<file path="src/rtl/hazard_pkg.sv">
// Shared types and constants for the pipeline hazard controller.
package hazard_pkg;

    typedef enum logic [1:0] {
        RUN        = 2'd0,
        LOAD_STALL = 2'd1,
        FLUSH      = 2'd2
    } state_t;

    localparam logic [4:0]  REG_X0      = 5'd0;
    localparam int unsigned FLUSH_CNT_W = 3;

endpackage

</file>
<file path="src/rtl/hazard_perf_counter.sv">
// Saturating event counter used for hazard statistics.
module hazard_perf_counter #(
    parameter int unsigned CNT_W = 32
) (
    input  logic             clk,
    input  logic             reset,
    input  logic             en,
    output logic [CNT_W-1:0] count
);

    always_ff @(posedge clk or posedge reset) begin
        if (reset)
            count <= '0;
        else if (en && (count != '1))
            count <= count + CNT_W'(1);
    end

endmodule

</file>
<file path="src/rtl/pipeline_hazard_controller.sv">
// Stall/flush sequencer for the 5-stage pipeline: load-use, branch redirect, memory wait.
// Optional perf counters enabled by defining HAZARD_PERF_CNT_EN.
module pipeline_hazard_controller
    import hazard_pkg::*;
#(
    parameter int unsigned FLUSH_CYCLES = 1,
    parameter int unsigned CNT_W        = 32
) (
    input  logic       clk,
    input  logic       reset,
    input  logic [4:0] id_rs1,
    input  logic [4:0] id_rs2,
    input  logic [4:0] ex_rd,
    input  logic       ex_MemRead,
    input  logic       branch_taken,
    input  logic       mem_busy,
    output logic       pc_write_en,
    output logic       if_id_write_en,
    output logic       id_ex_write_en,
    output logic       ex_mem_write_en,
    output logic       mem_wb_write_en,
    output logic       if_id_flush,
    output logic       ctrl_mux_sel,
    output logic [1:0] state_o
`ifdef HAZARD_PERF_CNT_EN
    ,
    output logic [CNT_W-1:0] stall_cnt,
    output logic [CNT_W-1:0] flush_cnt,
    output logic [CNT_W-1:0] freeze_cnt
`endif
);

    localparam logic [FLUSH_CNT_W-1:0] FLUSH_RELOAD = FLUSH_CNT_W'(FLUSH_CYCLES - 1);

    state_t                 state, state_next;
    logic [FLUSH_CNT_W-1:0] cnt, cnt_next;
    logic                   load_use;
    logic                   stall_evt;
    logic                   back_en;

    assign load_use = ex_MemRead && (ex_rd != REG_X0) &&
                      ((ex_rd == id_rs1) || (ex_rd == id_rs2));

    always_comb begin
        state_next   = state;
        cnt_next     = cnt;
        pc_write_en  = 1'b1;
        if_id_write_en = 1'b1;
        back_en      = 1'b1;
        if_id_flush  = 1'b0;
        ctrl_mux_sel = 1'b1;
        stall_evt    = 1'b0;

        if (reset) begin
            pc_write_en    = 1'b0;
            if_id_write_en = 1'b0;
            back_en        = 1'b0;
            if_id_flush    = 1'b1;
            ctrl_mux_sel   = 1'b0;
        end else if (mem_busy) begin
            pc_write_en    = 1'b0;
            if_id_write_en = 1'b0;
            back_en        = 1'b0;
        end else begin
            case (state)
                RUN, LOAD_STALL: begin
                    // load_use only counts in RUN so a stall never repeats back-to-back
                    if (branch_taken) begin
                        if_id_flush  = 1'b1;
                        ctrl_mux_sel = 1'b0;
                        if (FLUSH_CYCLES > 1) begin
                            cnt_next   = FLUSH_RELOAD;
                            state_next = FLUSH;
                        end else begin
                            state_next = RUN;
                        end
                    end else if ((state == RUN) && load_use) begin
                        pc_write_en    = 1'b0;
                        if_id_write_en = 1'b0;
                        ctrl_mux_sel   = 1'b0;
                        stall_evt      = 1'b1;
                        state_next     = LOAD_STALL;
                    end else begin
                        state_next = RUN;
                    end
                end
                FLUSH: begin
                    if_id_flush  = 1'b1;
                    ctrl_mux_sel = 1'b0;
                    if (cnt <= FLUSH_CNT_W'(1)) begin
                        cnt_next   = '0;
                        state_next = RUN;
                    end else begin
                        cnt_next = cnt - FLUSH_CNT_W'(1);
                    end
                end
                default: begin
                    state_next = RUN;
                    cnt_next   = '0;
                end
            endcase
        end
    end

    assign id_ex_write_en  = back_en;
    assign ex_mem_write_en = back_en;
    assign mem_wb_write_en = back_en;
    assign state_o         = state;

    always_ff @(posedge clk or posedge reset) begin
        if (reset) begin
            state <= RUN;
            cnt   <= '0;
        end else begin
            state <= state_next;
            cnt   <= cnt_next;
        end
    end

`ifdef HAZARD_PERF_CNT_EN
    hazard_perf_counter #(.CNT_W(CNT_W)) u_stall_cnt (
        .clk(clk), .reset(reset), .en(stall_evt), .count(stall_cnt)
    );
    hazard_perf_counter #(.CNT_W(CNT_W)) u_flush_cnt (
        .clk(clk), .reset(reset), .en(if_id_flush && !reset), .count(flush_cnt)
    );
    hazard_perf_counter #(.CNT_W(CNT_W)) u_freeze_cnt (
        .clk(clk), .reset(reset), .en(mem_busy && !reset), .count(freeze_cnt)
    );
`endif

endmodule

</file>
<file path="config.mk">
export PLATFORM = sky130hd
export DESIGN_NAME = pipeline_hazard_controller
export DESIGN_NICKNAME = d
export VERILOG_FILES = /design/src/rtl/hazard_pkg.sv /design/src/rtl/hazard_perf_counter.sv /design/src/rtl/pipeline_hazard_controller.sv
export SDC_FILE = /design/constraint.sdc
export NUM_CORES = 1
export LEC_CHECK = 0
export ABC_AREA = 0
export CORE_AREA = 2 2 39 41
export CTS_CLUSTER_SIZE = 30
export DETAILED_ROUTE_END_ITERATION = 8
export DIE_AREA = 0 0 41 43
export PLACE_DENSITY_LB_ADDON = 0.1
export SETUP_SLACK_MARGIN = 0.5
export SYNTH_ARGS = -nofsm -noshare
export SYNTH_HDL_FRONTEND = slang
export SYNTH_HIERARCHICAL = 1
export SYNTH_SLANG_ARGS = --single-unit
</file>
<file path="constraint.sdc">
create_clock -name clk -period 7.2 [get_ports clk]
set_clock_uncertainty 0.05 [all_clocks]
set_input_delay 2.16 -clock clk [delete_from_list [all_inputs] [get_ports clk]]
set_output_delay 2.16 -clock clk [all_outputs]
set_load 0.02 [all_outputs]
</file>
==> results.md <==
* Setup Buffers After CTS at 0
* Setup WS post-layout at 0.8150 ns
* DIE AREA at about 1800 um2
* Commonest non-fill, non-tap cell in the layout: clkdlybuf4s50_1
* Max-slew violations at 0
* Die Span X at about 40 um
* Post-synthesis xor/xnor area fraction at between 30 and 40%
* Post-DRT Antenna Nets at 0
* Most frequent cells in the layout: clkdlybuf4s50_1 (27), xnor2_1 (10), inv_1 (3)
* Worst VDD drop at about 28 uV
* Yosys warns at 6
* WL/cell at 8.851 um
* Global-route wire length before repair at 1110 um
* RSZ-0062 raised after global routing: false
* Synth Area in Compound Gates at a little under an eighth
* Skew-Pair Late Insertion Delay at 0 ns
* Setup_tns at 0 ns
* Power Dens Cells at around 70 nW/um2
* Max_cap viols at 0
* Hold path depth at 1
* CP required at 4.99 ns
* Post-synthesis simple-gate area fraction at between 20% and 30%
* Final min period at between 6 and 7 ns
* Register Area at 25.02 um2
* Post-route cell area at approximately 520 um2
* Max FFs per register at 1
* Arr. time, crit path at about 4.2 ns
* Worst path cell trace: clkdlybuf4s50_1 > or4_4 > nor2_4 > nor3_1 > a21oi_1 > clkdlybuf4s50_1
* Port bufs at 27
* Pwr Total at 36.25 uW
* Routed WL at about 660 um
* Cts hold-fix bufs at 0
* Fin util at a little under two fifths
* Largest net degree at the start of global routing at 5
* Initial DRC count at 0
* Hold_ws at 0.4685 ns
* Num ports at 29
* Via density at between 4 and 5
* CP endpoint kind: primary output
* Final Cycle Share at between 80% and 90%
* Detailed-router iteration count before antenna repair at 1
* Initial antenna violation count at 0
* Core area at 1384 um2
* Synth area leader: xnor2_1
* GRT overflow at 0
* Fill count at between 150 and 200
* Most frequent CP cell: clkdlybuf4s50_1
* Syn Area/Cell at 7.328 um2
* Total GRT Usage at roughly 8.3%
* Adder-Cell Fraction of Synth Area at 0%
* Cell count after synthesis at 35
* Synth top area share at 34.15%
* Area contributors post-synth: xnor2_1 (34%), buf_4 (12%), dfrtp_1 (9.8%), inv_1 (4.4%), nor2_4 (4.4%)
* Starting Density at between 10% and 20%
* Dpl cells at 74
* Largest family of logic cells by synthesized area: XOR/XNOR gates
* CP max-delay cell: clkdlybuf4s50_1
* NumNets Final at 80
* Post-place setup slack at approximately 0.80 ns
* Worst reg2reg path depth at 3
* Status: complete, no violations
* Area of the multi-input gates at 190.2 um2
* Final std cells w/o fill at 74
* Crit-path max cell delay at 0.63 ns
* Seq/Total Area, Yosys at between 9 and 10%
* Multiplexer area fraction after synthesis at 0%
* Final setup viols at 0
* Placer Congestion at between 0.6 and 0.7
* Syn nets at 55
* Drt drc at 0
* Crit-path max FO at 3
* Fmax achieved at 156.6 MHz
* Pleak at around 0.19 nW
* Area Growth Syn to Fin at 101.5%
* Hold Vio Cnt, Final at 0
* Via count at 311
* Row Count at 14
* Worst-path clk slew at 0 ns
* Share of layout cells above drive strength 1 at 3.448%
* Diode count at 0
* Die Y at between 40 and 50 um
* Worst Setup Start Kind: primary input
* CTS resizes at 0
* Vias in the first global route at about 290
* Hold crit path type: reg2reg
* Detail Placement HPWL at slightly above 600 um
* Synthesized cell area at between 200 and 300 um2
* Critical path class: in2out
* Number of library cell types mapped by synthesis at 17
* Area after DPL at around 520 um2
* FF+latch count, synth at 1
## area by class of cell
type | instances | share of cell area (%)
inverter | 3 | 2.179
timing repair buffer | 27 | 52.30
multi-input combinational | 27 | 36.80
sequential | 1 | 4.843
tap | 16 | 3.874
## layer usage
metal  track usage [%]  part of all wire [%]
met1             10.44                    39
met2             15.31                    48
met3            0.5236                    12
met4                 0                     0
met5                 0                     0
## final timing paths
kind                       slack (ns)                endpoint              startpoint
max in group asynchronous        4.71  state_o[0]$_DFFE_PP0P_                   reset
min                              0.47  state_o[0]$_DFFE_PP0P_  state_o[0]$_DFFE_PP0P_
max reg2reg                      6.18  state_o[0]$_DFFE_PP0P_  state_o[0]$_DFFE_PP0P_
min in group asynchronous        2.29  state_o[0]$_DFFE_PP0P_                   reset
max                              0.81          if_id_write_en                ex_rd[3]
min reg2reg                      0.47  state_o[0]$_DFFE_PP0P_  state_o[0]$_DFFE_PP0P_
## cell usage after synthesis, drive strengths merged
| master | n |
|---|---|
| dfrtp | 1 |
| inv | 3 |
| xnor2 | 10 |
| or4 | 1 |
| o21ai | 1 |
| nand2b | 1 |
| nand3 | 2 |
| a22o | 1 |
| o22ai | 1 |
| nand2 | 2 |
| buf | 4 |
| nor2 | 1 |
| nor3 | 2 |
| nor4 | 1 |
| a21oi | 2 |
| conb | 1 |
| or2 | 1 |
## worst max-delay path, delay by kind of cell
family | cells | cell delay (ns)
simple gates | 3 | 0.74
compound gates | 1 | 0.18
buf+inv | 2 | 1.10
## kinds of logic (layout without fill, tap and decap cells)
logic type | count (synthesis) | count (layout)
xor gates and xnor gates | 10 | 10
AOI/OAI and AO/OA | 5 | 5
buffers and inverters | 7 | 30
other | 1 | 1
DFF | 1 | 1
and+or+nand+nor | 11 | 11
## power breakdown
| group | switching, mW | internal (mW) |
|---|---|---|
| clock | 0 | 0 |
| sequential | 0.0000884 | 0.00585 |
| combinational | 0.0119 | 0.0184 |
Note: power is estimated with default switching activity, not from simulation.
